==> config.mk <==
export PLATFORM = sky130hd
export DESIGN_NAME = fetch_stage
export DESIGN_NICKNAME = d
export VERILOG_FILES = /design/src/rtl/fetch_stage.sv
export SDC_FILE = /design/constraint.sdc
export NUM_CORES = 1
export LEC_CHECK = 0
export BUFFER_PORTS_ARGS = -buffer_cell sky130_fd_sc_hd__buf_2
export CAP_MARGIN = 15
export CELL_PAD_IN_SITES_DETAIL_PLACEMENT = 0
export CELL_PAD_IN_SITES_GLOBAL_PLACEMENT = 1
export CORE_MARGIN = 2
export CORE_UTILIZATION = 35
export CTS_BUF_LIST = sky130_fd_sc_hd__clkbuf_8
export DETAILED_ROUTE_END_ITERATION = 8
export PLACE_DENSITY_LB_ADDON = 0.25
export SETUP_SLACK_MARGIN = 0.4
export SLEW_MARGIN = 20
export SYNTH_ARGS = -nofsm -noshare
export SYNTH_HDL_FRONTEND = slang
export SYNTH_SLANG_ARGS = --single-unit
export TNS_END_PERCENT = 30
==> constraint.sdc <==
create_clock -name clk -period 2.63 [get_ports clk]
set_clock_uncertainty 0.05 [all_clocks]
set_input_delay 0.1315 -clock clk [delete_from_list [all_inputs] [get_ports clk]]
set_output_delay 0.1315 -clock clk [all_outputs]
set_load 0.02 [all_outputs]
==> src/rtl/fetch_stage.sv <==
// Instruction-fetch stage of the RISC_YAVA core: PC register, IF/ID capture, stall/redirect/halt control.
// Optional performance counters are built when FETCH_PERF_CNT_EN is defined.
module fetch_stage #(
  parameter logic [31:0] RESET_PC   = 32'h0000_0000,
  parameter logic [31:0] HALT_INSTR = 32'h0010_0073
) (
  input  logic        clk,
  input  logic        rst,
  input  logic        stall,
  input  logic        redirect_valid,
  input  logic [31:0] redirect_pc,
  output logic [31:0] imem_addr,
  input  logic [31:0] imem_rd,
  output logic [31:0] if_id_instr,
  output logic [31:0] if_id_pc,
  output logic        if_id_valid,
  output logic        halted,
  output logic        fetch_misalign
`ifdef FETCH_PERF_CNT_EN
  ,
  output logic [31:0] perf_fetch_cnt,
  output logic [31:0] perf_stall_cnt
`endif
);

  typedef enum logic [1:0] {
    BOOT = 2'd0,
    RUN  = 2'd1,
    HALT = 2'd2
  } fetch_state_e;

  fetch_state_e state;
  logic [31:0]  pc;

  logic run_active;
  logic is_halt_word;
  logic capture_en;
  logic stall_run;

  assign imem_addr = pc;

  // Redirect outranks everything but reset, so every RUN-state event is qualified by it.
  assign run_active   = (state == RUN) && !redirect_valid;
  assign is_halt_word = (imem_rd == HALT_INSTR);
  assign capture_en   = run_active && !stall && !is_halt_word;
  assign stall_run    = run_active && stall;

  // NOTE: all state below is updated with non-blocking assignments so every
  // register samples the pre-edge values; blocking here would create order-dependent races.
  always_ff @(posedge clk) begin
    if (rst) begin
      state          <= BOOT;
      pc             <= RESET_PC;
      if_id_instr    <= 32'h0;
      if_id_pc       <= 32'h0;
      if_id_valid    <= 1'b0;
      halted         <= 1'b0;
      fetch_misalign <= 1'b0;
    end else begin
      fetch_misalign <= 1'b0;
      if (redirect_valid) begin
        // Flush the IF/ID slot; the target word is fetched on the following edge.
        state          <= RUN;
        pc             <= {redirect_pc[31:2], 2'b00};
        if_id_valid    <= 1'b0;
        halted         <= 1'b0;
        fetch_misalign <= |redirect_pc[1:0];
      end else begin
        case (state)
          BOOT: begin
            state <= RUN;
          end
          RUN: begin
            if (!stall) begin
              if (is_halt_word) begin
                // The halt word is swallowed and the PC parks on it.
                state       <= HALT;
                halted      <= 1'b1;
                if_id_valid <= 1'b0;
              end else begin
                if_id_instr <= imem_rd;
                if_id_pc    <= pc;
                if_id_valid <= 1'b1;
                pc          <= pc + 32'd4;
              end
            end
          end
          HALT: begin
            state <= HALT;
          end
          default: begin
            state <= BOOT;
          end
        endcase
      end
    end
  end

`ifdef FETCH_PERF_CNT_EN
  always_ff @(posedge clk) begin
    if (rst) begin
      perf_fetch_cnt <= 32'h0;
      perf_stall_cnt <= 32'h0;
    end else begin
      if (capture_en) perf_fetch_cnt <= perf_fetch_cnt + 32'd1;
      if (stall_run)  perf_stall_cnt <= perf_stall_cnt + 32'd1;
    end
  end
`else
  logic unused_perf;
  assign unused_perf = capture_en ^ stall_run;
`endif

endmodule

* Yosys cells after proc, flatten, opt, wreduce, memory -nomap -nowiden
Cells that the tools add are included.
** Word-level totals
- Logic and storage cells :: 43
- Output and inout port bits :: 99
- Input port bits :: 68
- Register bits :: 101
** Cells by class
- Reduce and logical (&&, ||, !) cells :: 12
- Bitwise gates (word level) :: 3
- Add/subtract/negate cells :: 1
- Mux-type cells :: 9
- Eq/ne operators :: 9
** Operator list (number)
- $mux 32 :: 4
- $add 32x3->32 const B :: 1
- $eq 32x21->1 const B :: 1
- $reduce_and 3->1 :: 3
- $ne 2x2->1 const B :: 3
- $ne 3x3->1 const B :: 2
- $pmux 2 s3 :: 1
- $reduce_and 2->1 :: 3
- $reduce_or 2->1 :: 3
- $mux 2 :: 2
- $reduce_and 4->1 :: 1
- $not 1->1 :: 3
- $eq 2x1->1 const B :: 1
- $eq 2x2->1 const B :: 1
- $logic_not 2->1 :: 1
- $mux 1 :: 2
- $ne 2x1->1 const B :: 1
- $reduce_bool 2->1 :: 1

* Logic depth before layout (Yosys ltp)
Gate-level depths: netlist of run 1.
- Depth in word-level cells :: 5
- Depth in mapped cells :: 9
- Depth with buffers taken out :: 6

* Least setup slack after synthesis of run 1
Ideal clock, no wire load.
- Path kind :: flip-flop to flip-flop
- Start :: register pc[2], in the netlist imem_addr[2]
- End :: register pc[30], in the netlist imem_addr[30]
- Library setup time :: 0.063 ns
- Setup slack :: 0.027 ns
- Buffers on the path :: 0
- Arrival :: 2.490 ns
- Stages on the path, launching flop included :: 7
- Period minus slack after synthesis :: 2.603 ns
- Required time :: 2.517 ns
- Cells stage by stage :: dfxtp_1 > ha_1 > nand3_2 > or4_4 > or4b_4 > or4_1 > nand3_1
** Between the ends
- Longest elaborated chain between the ends :: 5
** Ends and longest elaborated chain
- from (decl) :: line 33 : logic [31:0] pc;
- from (signal assigned) :: line 64 : pc <= {redirect_pc[31:2], 2'b00};
- from (signal assigned) :: line 84 : pc <= pc + 32'd4;
- $add 32x3->32 :: line 84
- $mux 32 :: line 75 : if (is_halt_word) begin
- $mux 32 :: line 74 : if (!stall) begin
- $mux 32 :: line 69 : case (state)
- $mux 32 :: line 61 : if (redirect_valid) begin
Every way passes these cells. The select of a mux whose other input is x is not followed.
A chain may end at the register's enable or synchronous reset.

* Worst setup path in the final report of run 1
- Start :: register pc[3], in the netlist imem_addr[3]
- End :: register pc[20], in the netlist imem_addr[20]
The elaborated chain is that of the path after synthesis.

==> impl_metrics.csv, run 1 <==
group,metric,value,unit
setup_path,crit_arrival,2.49,ns
detailed_routing,vias,4734,
setup_path,timing.rr.end,"imem_addr[20]",
setup_path,critPathLaunch,"imem_addr[3]",
placed_design,port_buffers,162,
placed_design,hpwl,8944,um
timing,hold_violations,0,
setup_path,path_class,"register to register",
clock_tree,numCtsBuffers,9,
layout,drive_above_1_share,0.3078,
worst_hold_path,hold_path_class,"input port to register",
timing,setup_viol,0,
timing,rsz0062_at_grt,"true",
timing,tightest_slew,0.6620,ns
floorplan,dieArea,13020,um2
layout,area_growth,48.16,%
floorplan,die_h,114.1,um
synthesis,synthCells,536,
synthesis,synth-simple-area-share,0.2855,
global_route,grt_pass1_wl,21200,um
clock_tree,path_clk_slew,0.09,ns
timing,fin_crit_sh,0.8603,
global_route,antenna_found_initial,1,
synthesis,async_flop_share,0,
global_route,grt_use_total,0.2053,
synthesis,synth.distinct_cells,43,
detailed_routing,drc,0,
detailed_routing,via_per_inst,5.237,
layout,nFillCells,1136,
timing,relSlewSlack,0.5587,
layout,antenna_cells,0,
floorplan,die-width,114.1,um
placed_design,finalWeightedCongestion,0.8169,
synthesis,synth_compound_area_frac,0.1952,
global_route,grt-ovfl-total,0,
status,outcome,"completed",
synthesis,synth_top_family_by_area,"simple AND/OR/NAND/NOR gates",
synthesis,ys_ff_latch,97,
timing,slew_viol_final,0,
power,p_per_area,483.1,nW/um2
clock_tree,cts-root-buf,"clkbuf_8",
synthesis,synth_edf_count,0,
detailed_routing,wl_per_cell,16.07,um
power,power.static_leakage,2.579,nW
synthesis,syn_area,4243,um2
detailed_routing,dr.pass1.iters,6,
floorplan,initial_utilization,0.3562,
timing,hold_slack,0.02930,ns
synthesis,synthAdderAreaFrac,0.008847,
setup_path,cp_max_fo,4,
floorplan,io_pins,167,
power,peakVddDrop,0.2999,mV
setup_path,reg2reg_depth,6,
timing,fmax,442.0,MHz
setup_path,ff2ff_setup_slack,0.37,ns
setup_path,startpoint_type,"register",
synthesis,muxShareOfSynthArea,0.002359,
timing,tns,0,ns
synthesis,syn_avg_cell_area,7.916,um2
synthesis,synth-xor-area-share,0.002064,
floorplan,row_count,40,
clock_tree,numClockSinks,97,
setup_path,cp.required,2.86,ns
setup_path,crit_end,"imem_addr[20]",
global_route,grt_max_degree,63,
global_route,grt_pass1_vias,4261,
clock_tree,clock_latency,0.38,ns
clock_tree,cts_tree,"done",
layout,finalNetCount,823,
clock_tree,ctsHtreeMaxLevel,3,
setup_path,cp-end-kind,"register",
clock_tree,cts_buffer_depth,2,
synthesis,synth-seq-area-share,0.4577,
detailed_routing,drt_iter0_markers,300,
detailed_routing,final_antenna_net_count,0,
setup_path,r2r_start,"imem_addr[3]",
synthesis,yosys_warnings,0,
synthesis,synthFlopType,"dfxtp_1",
floorplan,core,11910,um2
job,max_cap_viol_count,0,
timing,period_needed,2.262,ns
detailed_routing,drt-total-wl,14520,um
[power by group]
part	switching, mW	internal [mW]
sequential	0.0679	1.53
clock	0.520	0.357
combinational	0.313	0.245
total	0.901	2.14
[metal layers]
| layer | wire, um | vias to the layer above | part of all wire | track usage |
|---|---|---|---|---|
| met5 | 13 | - | 0.00090 | 0 |
| met4 | 320 | 2 | 0.022 | 0.08780 |
| met3 | 966 | 25 | 0.067 | 0.04182 |
| met2 | 6783 | 153 | 0.47 | 0.3282 |
| met1 | 6439 | 2205 | 0.44 | 0.2701 |
| li1 | - | 2349 | - | - |
[worst min-delay path by stage]
stage              startpoint             end  slack [ns]  depth (start not counted)
6_report       redirect_pc[8]    imem_addr[8]        0.03                          3
4_1_cts        redirect_pc[8]    imem_addr[8]       0.009                          3
3_5_place_dp   redirect_pc[0]  fetch_misalign        0.29                          2
2_1_floorplan  redirect_pc[0]  fetch_misalign        0.19                          1
5_1_grt        redirect_pc[6]    imem_addr[6]        0.03                          3
3_3_place_gp   redirect_pc[0]  fetch_misalign        0.28                          2
[metrics by stage]
step	setup slack [ns]	power [mW]	area, um2	std cells	utilization
6_report	0.3675	3.037	6286	904	0.5277
5_1_grt	0.3087	3.183	6286	904	0.5277
4_1_cts	0.3607	3.022	6046	895	0.5076
3_5_place_dp	0.2708	2.069	5254	817	0.4411
3_3_place_gp	0.3058	2.061	5254	817	0.4411
2_1_floorplan	0.2763	1.879	4284	539	-
[flip-flops by register name, indices dropped and copies added, names as in the netlist]
name / cells
fetch_misalign: 1
halted: 1
if_id_instr: 32
if_id_pc: 30
if_id_valid: 1
imem_addr: 30
state: 2
[worst max-delay path, stage by stage (launching register included)]
cell	delay, ns
dfxtp_4	0.37
ha_4	0.14
nand3_4	0.08
or4_4	0.53
or4b_4	0.54
o21a_1	0.18
o311a_1	0.28
[cells in the mapped netlist (4+ instances only)]
cell / number / area share
o311a_1: 4 / 0.0094
or4_1: 16 / 0.028
a311oi_1: 22 / 0.045
nor2_1: 29 / 0.026
and3_1: 7 / 0.010
buf_4: 4 / 0.0071
nand4_1: 7 / 0.010
nand2b_1: 5 / 0.0074
nor4_1: 8 / 0.012
nand2_1: 138 / 0.12
clkbuf_1: 36 / 0.032
o21ai_0: 14 / 0.017
nand3_1: 13 / 0.015
dfxtp_1: 97 / 0.46
or3_1: 13 / 0.019
o31ai_1: 13 / 0.023
a21oi_1: 64 / 0.075
inv_1: 6 / 0.0053
[final cells by class]
| cell class | instances | area, um2 | share of cell area |
|---|---|---|---|
| inverters | 7 | 26.28 | 0.004180 |
| repair buffers | 244 | 1667 | 0.2651 |
| multi-input cells | 393 | 2281 | 0.3629 |
| clock buffers | 10 | 137.6 | 0.02189 |
| well taps | 147 | 183.9 | 0.02926 |
| flip-flops and latches | 97 | 1962 | 0.3121 |
| clock inverters | 6 | 28.78 | 0.004578 |
[cells in the final DEF, fill, tap and decap left out, drive strengths merged, types with 4 or more instances in the layout]
master       count
buf            183
nand2          138
dfxtp           97
a21oi           64
dlygate4sd3     58
nor2            29
a311oi          22
or4             17
o21ai           14
nand3           14
o31ai           14
or3             13
clkbuf          13
inv              9
nor4             8
nand4            7
and3             7
nand2b           5
conb             4
o311a            4
[repair_timing]
item / 4_1_cts / 5_1_grt
resized for setup: 5 / 26
endpoints found under the hold margin: 57 / 0
pin swaps: 3 / 2
setup endpoints to repair: 53 / 96
hold buffers: 58 / 0
setup buffers: 4 / 5
cloned: 0 / 4
[kinds of logic (layout without fill, tap and decap cells)]
family          count (synthesis)  count (layout)
flops                          97              97
compound gates                130             130
xor+xnor                        1               1
fa+ha+maj                       3               3
other cells                     1               4
mux                             1               1
simple gates                  254             254
buf+inv                        49             267
Note: power is estimated with default switching activity, not from simulation.
==> run 2, diff against run 1 <==
RECOVER_POWER = 25   (was default)
==> impl_metrics.csv, run 2 (same netlist as run 1, synthesis figures left out) <==
group,metric,value,unit
layout,area_growth,46.74,%
detailed_routing,drt-total-wl,14640,um
job,max_cap_viol_count,0,
detailed_routing,final_antenna_net_count,0,
clock_tree,numCtsBuffers,9,
detailed_routing,wl_per_cell,16.19,um
power,peakVddDrop,0.3002,mV
layout,largest-register,"if_id_instr",
global_route,grt_pass1_vias,4261,
setup_path,cp-end-kind,"register",
power,p_clk_frac,0.290,
floorplan,dieArea,13020,um2
detailed_routing,drt_iter0_markers,324,
setup_path,startpoint_type,"register",
floorplan,die_h,114.1,um
global_route,grt_pass1_wl,21200,um
power,p_per_area,487.9,nW/um2
layout,largest_reg_flops,32,
floorplan,core,11910,um2
clock_tree,cts_tree,"done",
setup_path,crit_arrival,2.49,ns
placed_design,hpwl,8944,um
timing,rsz0062_at_grt,"true",
power,power.static_leakage,2.372,nW
clock_tree,clock_latency,0.38,ns
global_route,grt-ovfl-total,0,
layout,drive_above_1_share,0.2444,
timing,tns,0,ns
worst_hold_path,hold_path_class,"input port to register",
placed_design,finalWeightedCongestion,0.8169,
setup_path,cp.required,2.86,ns
clock_tree,path_clk_slew,0.10,ns
power,p_int,2.130,mW
layout,layout_commonest_cell,"nand2_1",
global_route,antenna_found_initial,1,
timing,hold_slack,0.02950,ns
detailed_routing,vias,4768,
timing,setup_viol,0,
layout,design_area,6226,um2
detailed_routing,dr.pass1.iters,5,
timing,relSlewSlack,0.5618,
layout,mostFrequentLayoutCells,"136 x nand2_1, 113 x buf_2, 85 x dfxtp_1, 64 x a21oi_1, 58 x dlygate4sd3_1",
power,p_sw,0.9075,mW
floorplan,die-width,114.1,um
timing,slew_viol_final,0,
power,p_comb_frac,0.182,
layout,utilization,0.5227,
placed_design,dp_slack,0.2708,ns
timing,setup_ws,0.3696,ns
detailed_routing,via_per_inst,5.274,
floorplan,initial_utilization,0.3562,
setup_path,path_class,"register to register",
clock_tree,ctsHtreeMaxLevel,3,
detailed_routing,drc,0,
placed_design,place_area,5254,um2
clock_tree,numClockSinks,97,
status,outcome,"completed",
layout,antenna_cells,0,
global_route,grt_use_total,0.2053,
floorplan,io_pins,167,
timing,fin_crit_sh,0.8595,
setup_path,cp_max_fo,4,
global_route,grt_max_degree,63,
floorplan,row_count,40,
clock_tree,cts-root-buf,"clkbuf_8",
clock_tree,cts_buffer_depth,2,
power,p_seq_frac,0.528,
timing,fmax,442.4,MHz
placed_design,port_buffers,162,
timing,tightest_slew,0.6574,ns
layout,finalNetCount,823,
timing,period_needed,2.260,ns
power,switching_share,0.2988,
timing,hold_violations,0,
layout,nFillCells,1159,
## run 2: layer usage
metal | vias to the layer above | routed length, um | GRT usage
li1 | 2348 | - | -
met5 | - | 13 | 0
met2 | 160 | 6812 | 0.3282
met3 | 29 | 800 | 0.04182
met4 | 2 | 342 | 0.08780
met1 | 2229 | 6669 | 0.2701
## run 2: cell type report
class | instances | area (um2) | share of cell area
clock buffer | 10 | 137.6 | 0.02211
tap | 147 | 183.9 | 0.02954
clock inverter | 6 | 28.78 | 0.004622
timing repair buffer | 244 | 1607 | 0.2580
inverter | 7 | 26.28 | 0.004220
multi-input combinational | 393 | 2281 | 0.3664
sequential | 97 | 1962 | 0.3151
## run 2: worst paths after layout
check	slack, ns	startpoint	cells past startpoint	to
setup / recovery	0.37	imem_addr[3]	6	imem_addr[20]
hold / removal	0.03	redirect_pc[8]	3	imem_addr[8]
setup reg to reg	0.37	imem_addr[3]	6	imem_addr[20]
hold reg to reg	0.41	if_id_instr[17]	2	if_id_instr[17]
## run 2: timing repair
item,in CTS,in global routing
cloned,0,4
resized for setup,5,26
hold buffers,58,0
setup buffers,4,5
setup endpoints to repair,53,96
pin swaps,3,2
hold endpoints to repair,57,0
## run 2: power by group through the flow
stage,clock (mW),sequential (mW),combinational (mW)
floorplan,0,1.69,0.186
global placement,0,1.63,0.430
detailed placement,0,1.64,0.434
CTS,0.912,1.60,0.511
global route,0.966,1.61,0.599
finish,0.881,1.60,0.554
## run 2: stage by stage
| stage | power, mW | instances |
|---|---|---|
| after floorplan | 1.879 | 539 |
| after global placement | 2.061 | 817 |
| after detailed placement | 2.069 | 817 |
| after CTS | 3.022 | 895 |
| after global routing | 3.178 | 904 |
| final | 3.038 | 904 |
## run 2: worst max-delay path, cell delays in order (launching register included)
cell,delay (ns)
dfxtp_4,0.37
ha_4,0.14
nand3_4,0.08
or4_4,0.53
or4b_4,0.54
o21a_1,0.18
o311a_1,0.28
